File: src/rtl/alu_issue_pkg.sv
// tiny8 shared types: ALU opcodes, data word, EX-stage bundle.
// Used by alu_issue and anything driving or observing it.
package alu_issue_pkg;

  typedef enum logic [1:0] {
    alu_add = 2'd0,
    alu_sub = 2'd1,
    alu_dec = 2'd2,
    alu_mul = 2'd3
  } tiny8_aluop;

  typedef logic [7:0] tiny8_word;

  typedef struct packed {
    logic       valid;
    tiny8_aluop op;
    logic [2:0] dst;
    tiny8_word  a;
    tiny8_word  b;
  } id_ex_t;

endpackage

File: src/rtl/alu_issue.sv
// tiny8 issue stage: 8x8 register file, EX register, writeback report.
// Define ALU_ISSUE_BYPASS_EN to forward alu_f on RAW hazards instead of stalling.
module alu_issue
  import alu_issue_pkg::*;
(
  input  logic       clk,
  input  logic       rst,
  input  logic       in_valid,
  output logic       in_ready,
  input  tiny8_aluop in_aluop,
  input  logic [2:0] in_dst,
  input  logic [2:0] in_srca,
  input  logic [2:0] in_srcb,
  input  logic       in_imm_en,
  input  tiny8_word  in_imm,
  output tiny8_aluop alu_aluop,
  output logic [7:0] alu_a,
  output logic [7:0] alu_b,
  input  logic [7:0] alu_f,
  output logic       wb_valid,
  output logic [2:0] wb_dst,
  output logic [7:0] wb_data,
  input  logic [2:0] dbg_idx,
  output logic [7:0] dbg_data
);

  tiny8_word rf [8];
  id_ex_t    ex;

  logic      ex_wr;
  logic      haz_a;
  logic      haz_b;
  logic      hazard;
  logic      accept;
  tiny8_word rd_a;
  tiny8_word rd_b;
  tiny8_word op_a;
  tiny8_word op_b;

  assign rd_a = (in_srca == 3'd0) ? 8'h00 : rf[in_srca];
  assign rd_b = (in_srcb == 3'd0) ? 8'h00 : rf[in_srcb];

  assign ex_wr  = ex.valid && (ex.dst != 3'd0);
  assign haz_a  = ex_wr && (in_srca == ex.dst);
  assign haz_b  = ex_wr && !in_imm_en && (in_srcb == ex.dst);
  assign hazard = haz_a || haz_b;

`ifdef ALU_ISSUE_BYPASS_EN
  // The value landing in the file this edge is alu_f; take it directly.
  always_comb begin
    op_a = haz_a ? alu_f : rd_a;
    op_b = in_imm_en ? in_imm : (haz_b ? alu_f : rd_b);
  end

  assign in_ready = !rst;
`else
  // Hazards stall one cycle, after which the file already holds the result.
  always_comb begin
    op_a = rd_a;
    op_b = in_imm_en ? in_imm : rd_b;
  end

  assign in_ready = !rst && !hazard;
`endif

  assign accept = in_valid && in_ready;

  assign alu_aluop = ex.op;
  assign alu_a     = ex.a;
  assign alu_b     = ex.b;

  assign dbg_data = (dbg_idx == 3'd0) ? 8'h00 : rf[dbg_idx];

  // Register file write from the EX result; r0 is never written.
  always_ff @(posedge clk) begin
    if (rst) begin
      for (int i = 0; i < 8; i++) begin
        rf[i] <= 8'h00;
      end
    end else if (ex_wr) begin
      rf[ex.dst] <= alu_f;
    end
  end

  // EX register: operands hold between ops, only valid drops.
  always_ff @(posedge clk) begin
    if (rst) begin
      ex.valid <= 1'b0;
      ex.op    <= alu_add;
      ex.dst   <= 3'd0;
      ex.a     <= 8'h00;
      ex.b     <= 8'h00;
    end else begin
      ex.valid <= accept;
      if (accept) begin
        ex.op  <= in_aluop;
        ex.dst <= in_dst;
        ex.a   <= op_a;
        ex.b   <= op_b;
      end
    end
  end

  // Writeback report, one strobe per completed EX cycle.
  always_ff @(posedge clk) begin
    if (rst) begin
      wb_valid <= 1'b0;
      wb_dst   <= 3'd0;
      wb_data  <= 8'h00;
    end else begin
      wb_valid <= ex.valid;
      if (ex.valid) begin
        wb_dst  <= ex.dst;
        wb_data <= alu_f;
      end
    end
  end

endmodule

File: config.mk
export PLATFORM = sky130hd
export DESIGN_NAME = alu_issue
export DESIGN_NICKNAME = d
export VERILOG_FILES = /design/src/rtl/alu_issue_pkg.sv /design/src/rtl/alu_issue.sv
export SDC_FILE = /design/constraint.sdc
export NUM_CORES = 1
export LEC_CHECK = 0
export CORE_UTILIZATION = 30
export CTS_CLUSTER_DIAMETER = 40
export DETAILED_ROUTE_END_ITERATION = 10
export PLACE_DENSITY = 0.55
export REMOVE_ABC_BUFFERS = 1
export SETUP_SLACK_MARGIN = 0.02
export SYNTH_ARGS = -nofsm -noshare
export SYNTH_HDL_FRONTEND = slang
export SYNTH_SLANG_ARGS = --single-unit
File: constraint.sdc
create_clock -name clk -period 4.36 [get_ports clk]
set_input_delay 0.872 -clock clk [delete_from_list [all_inputs] [get_ports clk]]
set_output_delay 0.872 -clock clk [all_outputs]
set_load 0.02 [all_outputs]
==> impl_metrics.env <==
export IMPL_start_util=0.3069
export IMPL_swShare=0.2620
export IMPL_route_detailed_drc=0
export IMPL_syn_inst=504
export IMPL_finClkSkew_ps=10.87
export IMPL_yosys_area_share_xor_xnor=0.009532
export IMPL_min_delay_path_class="reg -> reg"
export IMPL_vias=4217
export IMPL_vias_per_cell=5.311
export IMPL_place_detailed_hpwl_um=12230
export IMPL_post_cts_hold_buffer_count=0
export IMPL_die_h_um=137.6
export IMPL_clockPowerShare=0.360
export IMPL_cts_root_buf="clkbuf_16"
export IMPL_fin_nets=594
export IMPL_wl_um=16060
export IMPL_ctsResizeCount=0
export IMPL_htree_levels=3
export IMPL_synth_edff_count=64
export IMPL_p_switching_w=0.0005850
export IMPL_ir_drop_mv=0.2265
export IMPL_synthTopCellsByCount="edfxtp_1, and2_1, nor2_1"
export IMPL_p_seq_frac=0.480
export IMPL_cts_tree="done"
export IMPL_ys_seq_elements=98
export IMPL_cp_endpoint="dbg_data[1]"
export IMPL_yosys_area_share_simple=0.1428
export IMPL_tns_ps=0
export IMPL_pre_cts_ws_ps=429.0
export IMPL_gp_congestion=0.8917
export IMPL_synth_seq_area_share=0.4721
export IMPL_power_density_nw_per_um2=333.9
export IMPL_yosys_top_cells_area="edfxtp_1, dfxtp_1, mux2_2"
export IMPL_r2r_start="ex[21]$_SDFF_PP0_"
export IMPL_period_minus_slack_ps=3926
export IMPL_rr_endpoint="rf[1][6]$_SDFFCE_PN0P_"
export IMPL_fmax_ghz=0.2547
export IMPL_synth_main_ff_cell="edfxtp_1"
export IMPL_synth_top_family_by_area="multiplexers"
export IMPL_worst_pin_slew_ps=1194
export IMPL_drt_iter0_markers=273
export IMPL_area_delta_synth_final_pct=21.31
export IMPL_p_comb_frac=0.159
export IMPL_hold_viol=0
export IMPL_layout_worst_path_cycle_share=0.9004
export IMPL_synth_compound_area_frac=0.1464
export IMPL_postLayoutCellArea_sq_um=6688
export IMPL_async_flop_share=0
export IMPL_yosysTopAreaCell="edfxtp_1"
export IMPL_ff2ff_path_depth=4
export IMPL_postCtsSetupBuffers=0
export IMPL_slew_headroom=0.1957
export IMPL_synthAdderAreaFrac=0
export IMPL_yosysWarnings=0
export IMPL_synth_area_sq_um=5513
export IMPL_ios=73
export IMPL_setup_violations=0
export IMPL_startpoint="dbg_idx[1]"
export IMPL_die_w_um=137.6
export IMPL_path_clk_slew_ps=60
export IMPL_cts_buffer_depth=2
export IMPL_cp_common_cell="clkdlybuf4s50_1"
export IMPL_rsz0062_at_grt="no"
export IMPL_internal_power_w=0.001648
export IMPL_post_dp_cell_area_sq_um=6391
export IMPL_crit_path_top_delay_cell="clkdlybuf4s50_1"
export IMPL_finalWorstSetupSlack_ps=434.3
export IMPL_std_cell_rows=49
export IMPL_grt_ovfl_total=0
export IMPL_path_cells="clkdlybuf4s50_1, nor2b_1, a221oi_1, nor2_1, clkdlybuf4s50_1"
export IMPL_cp_end_kind="output port"
export IMPL_ant_nets=0
export IMPL_grt_pass1_wl_um=24700
export IMPL_path_max_fanout=8
export IMPL_ys_types=44
export IMPL_clock_sinks=98
export IMPL_crit_type="in -> out"
export IMPL_firstDrtPassIters=7
export IMPL_core_sq_um=17960
export IMPL_antenna_found_initial=0
export IMPL_synthMostInstantiatedCell="edfxtp_1"
export IMPL_synth_avg_cell_area_sq_um=10.94
export IMPL_clk_latency_ps=360
export IMPL_p_leak_nw=2.398
export IMPL_grt_pass1_vias=4193
export IMPL_die_area_sq_um=18920
export IMPL_cp_required_ps=3490
export IMPL_cts_made_buffers=9
export IMPL_portBuffers=72
export IMPL_critPathMaxStageDelay_ps=660
export IMPL_n_fill_cell=1745
export IMPL_track_usage=0.1788
export IMPL_synth_mux_area_frac=0.1634
export IMPL_reg2reg_slack_ps=2000
export IMPL_avgRoutedWirePerCell_um=20.22
export IMPL_status="completed"
export IMPL_start_kind="input pin"
export IMPL_synth_top_area_share=0.3486
export IMPL_grt_max_degree=36
export IMPL_drive_above_1_share=0.1540
export IMPL_arrival_ps=3050
export IMPL_final_max_slew_viol_count=0
export IMPL_diodes=0
export IMPL_maxCapViolations=0
==> kinds of logic (layout without fill, tap and decap cells) <==
kind of cell | Yosys count | after routing
other | 1 | 8
DFF | 98 | 98
and+or+nand+nor | 146 | 146
AOI/OAI and AO/OA | 117 | 117
muxes | 73 | 73
xor gates and xnor gates | 6 | 6
buffers and inverters | 63 | 117
==> critical path: cells and delay by family <==
kind	cells	cell delay (ps)
AO/OA/AOI/OAI	1	160
AND/OR/NAND/NOR	2	690
buffers and inverters	2	1320
==> flip-flops by register name, summed over array words and instances (netlist names) <==
signal     count
wb_valid       1
ex             4
alu_aluop      2
rf            64
wb_data        8
wb_dst         3
alu_a          8
alu_b          8
==> through the flow <==
step / util / total power, W / cells / hold slack (ps)
4_1_cts: 0.3723 / 0.002254 / 794 / 470.7
2_1_floorplan: - / 0.001250 / 455 / 526.8
6_report: 0.3723 / 0.002233 / 794 / 470.3
3_3_place_gp: 0.3558 / 0.001443 / 778 / 450.2
3_5_place_dp: 0.3558 / 0.001448 / 778 / 463.0
5_1_grt: 0.3723 / 0.002319 / 794 / 487.5
==> area by class of cell <==
| class | count | area [sq um] | share of cell area |
|---|---|---|---|
| clock buffers | 11 | 232.7 | 0.03480 |
| clock inverters | 5 | 63.81 | 0.009542 |
| inverters | 7 | 26.28 | 0.003929 |
| multi-input cells | 350 | 2577 | 0.3854 |
| flip-flops and latches | 98 | 2603 | 0.3891 |
| well taps | 229 | 286.5 | 0.04284 |
| repair buffers | 94 | 898.4 | 0.1343 |
==> layout by cell type (no fill, tap or decap), drive strengths merged, types with 3 or more instances in the layout <==
| cell type | count |
|---|---|
| clkdlybuf4s50 | 72 |
| edfxtp | 64 |
| and2 | 57 |
| o21ai | 38 |
| nor2 | 37 |
| mux2 | 36 |
| dfxtp | 34 |
| mux2i | 27 |
| buf | 22 |
| o221ai | 17 |
| nand2 | 15 |
| a21oi | 14 |
| a221oi | 14 |
| nor2b | 13 |
| nand3 | 11 |
| clkbuf | 11 |
| mux4 | 10 |
| o22ai | 8 |
| conb | 8 |
| inv | 7 |
| nand2b | 6 |
| xor2 | 6 |
| o2111ai | 6 |
| a22oi | 6 |
| o211ai | 3 |
| o21bai | 3 |
| nor3 | 3 |
| clkinv | 3 |
==> worst min-delay path by stage <==
stage | start | endpoint | slack [ps] | cells past startpoint
CTS | alu_a[2]$_SDFFE_PP0P_ | alu_a[2]$_SDFFE_PP0P_ | 470 | 2
floorplan | alu_a[7]$_SDFFE_PP0P_ | alu_a[7]$_SDFFE_PP0P_ | 530 | 2
detailed placement | alu_a[2]$_SDFFE_PP0P_ | alu_a[2]$_SDFFE_PP0P_ | 460 | 2
global placement | alu_a[7]$_SDFFE_PP0P_ | alu_a[7]$_SDFFE_PP0P_ | 450 | 2
finish | alu_a[1]$_SDFFE_PP0P_ | alu_a[1]$_SDFFE_PP0P_ | 470 | 2
global route | alu_a[1]$_SDFFE_PP0P_ | alu_a[1]$_SDFFE_PP0P_ | 490 | 2
==> layer usage <==
metal | vias up | global-route usage | wire, um
met1 | 2037 | 0.2370 | 6929
met4 | 0 | 0.05800 | 339
met3 | 29 | 0.04047 | 1291
li1 | 1965 | - | -
met5 | - | 0 | 0
met2 | 186 | 0.2870 | 7496
==> power groups by stage <==
| stage | sequential (W) | combinational (W) | clock, W |
|---|---|---|---|
| 5_1_grt | 0.00108 | 0.000385 | 0.000857 |
| 3_5_place_dp | 0.00109 | 0.000356 | 0 |
| 6_report | 0.00107 | 0.000356 | 0.000805 |
| 3_3_place_gp | 0.00109 | 0.000353 | 0 |
| 2_1_floorplan | 0.00110 | 0.000154 | 0 |
| 4_1_cts | 0.00107 | 0.000358 | 0.000825 |
(Power assumes the default switching activity.)
